File: config.mk
export PLATFORM = sky130hd
export DESIGN_NAME = muldiv_unit
export DESIGN_NICKNAME = d
export VERILOG_FILES = /design/src/rtl/muldiv_pkg.sv /design/src/rtl/muldiv_step.sv /design/src/rtl/muldiv_unit.sv
export SDC_FILE = /design/constraint.sdc
export NUM_CORES = 1
export LEC_CHECK = 0
export BUFFER_PORTS_ARGS = -buffer_cell sky130_fd_sc_hd__buf_2
export CORE_MARGIN = 5
export CORE_UTILIZATION = 59
export CTS_BUF_LIST = sky130_fd_sc_hd__clkbuf_8
export CTS_CLUSTER_SIZE = 14
export DETAILED_ROUTE_END_ITERATION = 10
export PLACE_DENSITY = 0.78
export SYNTH_ARGS = -nofsm -noshare
export SYNTH_HDL_FRONTEND = slang
export SYNTH_SLANG_ARGS = --single-unit
File: constraint.sdc
create_clock -name clk -period 14.9 [get_ports clk]
set_input_delay 2.235 -clock clk [delete_from_list [all_inputs] [get_ports clk]]
set_output_delay 2.235 -clock clk [all_outputs]
set_load 0.05 [all_outputs]
File: src/rtl/muldiv_pkg.sv
// Shared types and op-decode helpers for the iterative multiply/divide unit.
package muldiv_pkg;

    typedef enum logic [2:0] {
        MUL    = 3'd0,
        MULH   = 3'd1,
        MULHSU = 3'd2,
        MULHU  = 3'd3,
        DIV    = 3'd4,
        DIVU   = 3'd5,
        REM    = 3'd6,
        REMU   = 3'd7
    } muldiv_op_e;

    typedef enum logic [1:0] {IDLE, CALC, FIX, DONE} state_e;

    function automatic logic is_signed_a(muldiv_op_e op);
        return op inside {MULH, MULHSU, DIV, REM};
    endfunction

    function automatic logic is_signed_b(muldiv_op_e op);
        return op inside {MULH, DIV, REM};
    endfunction

    function automatic logic is_div(muldiv_op_e op);
        return op inside {DIV, DIVU, REM, REMU};
    endfunction

endpackage

File: src/rtl/muldiv_step.sv
// One combinational iteration: shift-add multiply on {acc,mplier} or
// restoring-division trial subtract on {rem,quot}.
module muldiv_step #(
    parameter int WIDTH = 32
) (
    input  logic             is_div,
    input  logic [WIDTH-1:0] hi_in,
    input  logic [WIDTH-1:0] lo_in,
    input  logic [WIDTH-1:0] operand,
    output logic [WIDTH-1:0] hi_out,
    output logic [WIDTH-1:0] lo_out
);

    logic [WIDTH:0] sum;
    logic [WIDTH:0] rem_sh;
    logic [WIDTH:0] diff;
    logic           fits;

    // NOTE: every output gets a value on every path, so no latch is inferred.
    always_comb begin
        sum    = lo_in[0] ? ({1'b0, hi_in} + {1'b0, operand}) : {1'b0, hi_in};
        rem_sh = {hi_in, lo_in[WIDTH-1]};
        diff   = rem_sh - {1'b0, operand};
        // rem < divisor before the shift, so the borrow bit alone decides the trial.
        fits   = ~diff[WIDTH];
        if (is_div) begin
            hi_out = fits ? diff[WIDTH-1:0] : rem_sh[WIDTH-1:0];
            lo_out = {lo_in[WIDTH-2:0], fits};
        end else begin
            hi_out = sum[WIDTH:1];
            lo_out = {sum[0], lo_in[WIDTH-1:1]};
        end
    end

endmodule

File: src/rtl/muldiv_unit.sv
// Iterative RV32M multiply/divide with valid/ready handshake on both sides.
// Define MULDIV_FAST_MUL_EN to route the four MUL ops through a single-cycle multiplier.
module muldiv_unit
    import muldiv_pkg::*;
#(
    parameter int WIDTH = 32
) (
    input  logic             clk,
    input  logic             reset,
    input  logic             in_valid,
    output logic             in_ready,
    input  logic [2:0]       op,
    input  logic [WIDTH-1:0] srca,
    input  logic [WIDTH-1:0] srcb,
    input  logic             flush,
    output logic             out_valid,
    input  logic             out_ready,
    output logic [WIDTH-1:0] result,
    output logic             zero,
    output logic             busy
);

    localparam int              CW        = $clog2(WIDTH) + 1;
    localparam logic [CW-1:0]   LAST_STEP = CW'(WIDTH - 1);
    localparam logic [WIDTH-1:0] MOST_NEG = {1'b1, {(WIDTH-1){1'b0}}};

    state_e           state_q, state_d;
    logic [CW-1:0]    cnt_q, cnt_d;
    muldiv_op_e       op_q, op_d;
    logic             neg_q, neg_d;
    logic [WIDTH-1:0] hi_q, hi_d, lo_q, lo_d, opnd_q, opnd_d, result_q, result_d;

    muldiv_op_e         op_in;
    logic               accept, a_neg, b_neg, div_zero, div_ovf, quot_in, short_path, op_is_div;
    logic [WIDTH-1:0]   a_abs, b_abs, quick_res, step_hi, step_lo, div_mag, div_signed;
    logic [2*WIDTH-1:0] prod_mag, prod_signed;

    assign op_in     = muldiv_op_e'(op);
    assign accept    = in_valid & in_ready & ~flush;
    assign a_neg     = is_signed_a(op_in) & srca[WIDTH-1];
    assign b_neg     = is_signed_b(op_in) & srcb[WIDTH-1];
    assign a_abs     = a_neg ? -srca : srca;
    assign b_abs     = b_neg ? -srcb : srcb;
    assign quot_in   = op_in inside {DIV, DIVU};
    assign div_zero  = is_div(op_in) && (srcb == '0);
    assign div_ovf   = is_div(op_in) && is_signed_b(op_in) && (srca == MOST_NEG) && (srcb == '1);
    assign op_is_div = is_div(op_q);

`ifdef MULDIV_FAST_MUL_EN
    logic [2*WIDTH-1:0] fast_a, fast_b, fast_prod;
    assign fast_a    = {{WIDTH{a_neg}}, srca};
    assign fast_b    = {{WIDTH{b_neg}}, srcb};
    assign fast_prod = fast_a * fast_b;
`endif

    // Ops that finish straight from IDLE: divide corner cases (and fast multiply).
    always_comb begin
        short_path = div_zero | div_ovf;
        quick_res  = '0;
        if (div_zero) begin
            quick_res = quot_in ? '1 : srca;
        end else if (div_ovf) begin
            quick_res = quot_in ? srca : '0;
        end
`ifdef MULDIV_FAST_MUL_EN
        else if (!is_div(op_in)) begin
            short_path = 1'b1;
            quick_res  = (op_in == MUL) ? fast_prod[WIDTH-1:0] : fast_prod[2*WIDTH-1:WIDTH];
        end
`endif
    end

    muldiv_step #(.WIDTH(WIDTH)) u_step (
        .is_div  (op_is_div),
        .hi_in   (hi_q),
        .lo_in   (lo_q),
        .operand (opnd_q),
        .hi_out  (step_hi),
        .lo_out  (step_lo)
    );

    assign prod_mag    = {hi_q, lo_q};
    assign prod_signed = neg_q ? -prod_mag : prod_mag;
    assign div_mag     = (op_q inside {DIV, DIVU}) ? lo_q : hi_q;
    assign div_signed  = neg_q ? -div_mag : div_mag;

    // Next-state logic.
    always_comb begin
        state_d = state_q;
        unique case (state_q)
            IDLE: if (accept) state_d = short_path ? DONE : CALC;
            CALC: if (cnt_q == LAST_STEP) state_d = FIX;
            FIX:  state_d = DONE;
            DONE: if (out_ready) state_d = IDLE;
            default: state_d = IDLE;
        endcase
        if (flush && state_q != IDLE) state_d = IDLE;
    end

    // Datapath: operand capture, iteration and sign fix-up.
    always_comb begin
        cnt_d    = cnt_q;
        op_d     = op_q;
        neg_d    = neg_q;
        hi_d     = hi_q;
        lo_d     = lo_q;
        opnd_d   = opnd_q;
        result_d = result_q;
        unique case (state_q)
            IDLE: if (accept) begin
                op_d   = op_in;
                neg_d  = (op_in inside {REM, REMU}) ? a_neg : (a_neg ^ b_neg);
                cnt_d  = '0;
                hi_d   = '0;
                lo_d   = a_abs;
                opnd_d = b_abs;
                if (short_path) result_d = quick_res;
            end
            CALC: begin
                hi_d  = step_hi;
                lo_d  = step_lo;
                cnt_d = cnt_q + 1'b1;
            end
            FIX: if (!flush) begin
                if (op_is_div)          result_d = div_signed;
                else if (op_q == MUL)   result_d = prod_signed[WIDTH-1:0];
                else                    result_d = prod_signed[2*WIDTH-1:WIDTH];
            end
            default: ;
        endcase
    end

    // NOTE: sequential state uses non-blocking assignments so every flop samples pre-edge values.
    always_ff @(posedge clk) begin
        if (!reset) begin
            state_q  <= IDLE;
            cnt_q    <= '0;
            result_q <= '0;
        end else begin
            state_q  <= state_d;
            cnt_q    <= cnt_d;
            result_q <= result_d;
        end
    end

    // NOTE: operand registers are always loaded on accept before being read, so they carry no reset.
    always_ff @(posedge clk) begin
        op_q   <= op_d;
        neg_q  <= neg_d;
        hi_q   <= hi_d;
        lo_q   <= lo_d;
        opnd_q <= opnd_d;
    end

    // Handshake outputs.
    always_comb begin
        in_ready  = (state_q == IDLE);
        out_valid = (state_q == DONE);
        busy      = (state_q != IDLE);
    end

    assign result = result_q;
    assign zero   = (result_q == '0);

endmodule

==> results.toml <==
[run_status]
status = "completed"

[critical_path]
crit_type = "in -> reg"
cp.arrival_ps = 6120
reg2reg_slack_ps = 10090
crit_path_end_kind = "register"
startpoint_type = "input pin"
required_ps = 15330
path_max_fanout = 32

[clocking]
hold_buffers = 0
cts_resized = 0
ctsHtreeMaxLevel = 4
clockBufferDepth = 2
post-cts-setup-buffers = 0
root_buffer = "clkbuf_8"
clkLatencyLatePin_ps = 490
path_clk_slew_ps = 110
cts_tree = "yes"
clkSinkCount = 140
cts_buffers = 17

[timing]
rsz0062_at_grt = "false"
fin_worst_skew_ps = 29.0
slew_headroom_pct = 22.6
fin_setup_tns_ps = 0
hold_viol_final = 0
max_freq_mhz = 176
worstMarginPinSlew_ps = 1160
fin_crit_ps = 5690
fin_crit_sh_pct = 38.2
report.final.setup_viol = 0
slew_violations = 0

[synthesis]
synth_edf_count = 100
synthFlopType = "edfxtp_1"
ys_top_cells_by_area = "edfxtp_1, xnor2_1, ha_1"
synth_most_common_cell = "nor2_1"
syn-num-nets = 2014
avgSynthCellArea_um2 = 8.02
muxShareOfSynthArea_pct = 6.47
yosys-top-cells-count = "nor2_1, a21oi_1, o21ai_0"
syn_area_um2 = 15000
synth_top_family_by_area = "compound AO/OA/AOI/OAI gates"
yosys.area.top_type_share_pct = 20.1
yosysWarnings = 0
ys_seq_area_share_pct = 25.4
async_flop_share_pct = 0
synth-xor-area-share_pct = 11.2
synth_cells = 1866
synth_largest_area_cell = "edfxtp_1"
synthAdderAreaFrac_pct = 6.45
synth_cell_types = 88
synthSimpleGateAreaFrac_pct = 18.9
ys_ff_latch = 140
synth_compound_area_share_pct = 26.1

[global_routing]
grt_pass1_vias = 14400
grt.total_usage_pct = 34.1
antenna_found_initial = 0
grt_max_degree = 82
grt_overflow = 0
grt_pass1_wl_um = 78600

[detailed_routing]
drcViolationCount = 0
drtAntennaViolNets = 0
vias_per_cell = 6.88
dr_total_vias = 15400
drt_iter0_drc = 1968
routed_wl_um = 50600
drtPass1Iterations = 6
avgRoutedWirePerCell_um = 22.7

[floorplanning]
die_h_um = 169
fp.dieW_um = 169
die-area_um2 = 28700
fp.coreArea_um2 = 25100
initial_core_util_pct = 59.6
ios = 108
row_count = 58

[power]
pwr-share-seq_pct = 30.0
switchingPower_mw = 1.06
switching_share_pct = 48.7
pwr-share-comb_pct = 54.8
p_clk_share_pct = 15.1
internal_power_mw = 1.11
powerDensity_nw_per_um2 = 136
p_total_mw = 2.17
ir_drop_uv = 137
leakagePower_nw = 6.15

[layout]
area_growth_pct = 6.62
final_nets = 2036
fillCellCount = 2316
diodes = 0
drive_above_1_share_pct = 11.6

[job]
maxCapViolCount = 0

[min_path]
worstHoldPathType = "reg -> reg"

[placed_design]
place_congestion = 0.982
portBuffers = 107
hpwl_um = 36600
==> logic make-up (layout without fill, tap and decap cells) <==
kind of cell | after synthesis | in the layout
compound gates | 605 | 605
simple gates | 559 | 559
buf+inv | 199 | 234
xor+xnor | 192 | 192
flops | 140 | 140
mux | 95 | 95
fa+ha+maj | 76 | 76
==> per-stage QoR <==
step / utilization, % / cells / setup WS [ps] / hold slack, ps / instance area [µm²]
4_1_cts: 63.6 / 2231 / 9370 / 507 / 16000
3_3_place_gp: 62.1 / 2199 / 9010 / 470 / 15600
3_5_place_dp: 62.1 / 2199 / 8870 / 494 / 15600
6_report: 63.6 / 2231 / 9210 / 506 / 16000
2_1_floorplan: - / 1866 / 8030 / 457 / 15000
5_1_grt: 63.6 / 2231 / 8950 / 532 / 16000
==> layout by cell type (no fill, tap or decap), types with 6 or more instances in the layout <==
cell       netlist  final
a221oi_1        13     13
nor4_1          27     27
o21a_1          17     17
dfxtp_1         40     40
buf_2           17    107
edfxtp_1       100    100
nand2b_1        23     23
o2111ai_1        7      7
a21o_1          21     21
or2_2           14     14
inv_1           72     75
o41ai_1         17     17
o31ai_1         33     33
clkbuf_8         0     18
nand3b_1         9      9
ha_1            74     73
nand2_1        121    121
and3_1          15     15
a31oi_1         35     35
nor2b_1         23     22
o21ai_0        159    158
nor2_1         169    169
nand3_1         32     32
buf_4            5     21
xor2_1          83     83
nand4_1         21     21
or3_1           31     31
nor3_1          38     36
o211ai_1        22     22
a211oi_1        43     43
mux2_2           9      9
a211o_1          6      6
mux2i_1         83     83
xnor2_1        109    109
a21oi_1        160    160
==> path summary, 6_finish.rpt <==
check	start	endpoint	depth (start not counted)
min reg2reg	result[27]	result[27]	2
max reg2reg	lo_q[31]	hi_q[0]	13
max	srca[0]	result[8]	12
min	result[27]	result[27]	2
==> sequential cells by signal, indices dropped and copies added, names as in the netlist <==
signal   flops
neg_q        1
hi_q        32
op_q         3
lo_q        32
state_q      2
opnd_q      32
result      32
cnt_q        6
==> layer usage <==
metal,track usage [%],up-vias,share of wire [%]
met1,45.8,7213,40
met2,53.8,966,45
met5,0,-,0
li1,-,7000,-
met3,5.80,172,10
met4,15.8,0,5.3
==> power by group through the flow <==
stage                     sequential [mW]  combinational (mW)  clock, mW
after floorplan                     0.603               0.909          0
after global placement              0.653                1.13          0
after detailed placement            0.654                1.16          0
after CTS                           0.646                1.17      0.327
after global routing                0.658                1.29      0.343
final                               0.652                1.19      0.329
==> layout make-up <==
type	instances	area, µm²	area share [%]
clock buffer	18	248	1.55
clock inverter	14	130	0.815
inverter	74	278	1.74
multi-input combinational	1527	10400	65.1
sequential	140	3800	23.8
tap	330	413	2.59
timing repair buffer	128	693	4.34
==> worst max-delay path, stage by stage <==
cell and delay [ps]:
buf_2 130, inv_1 60, ha_1 190, or4b_2 670, nor4b_1 820, nand3_1 210
nor3_1 240, o21a_1 910, o21ai_0 250, o211ai_1 170, a21oi_1 60, a21oi_1 160
No activity file was read; power rests on OpenSTA's default activity.
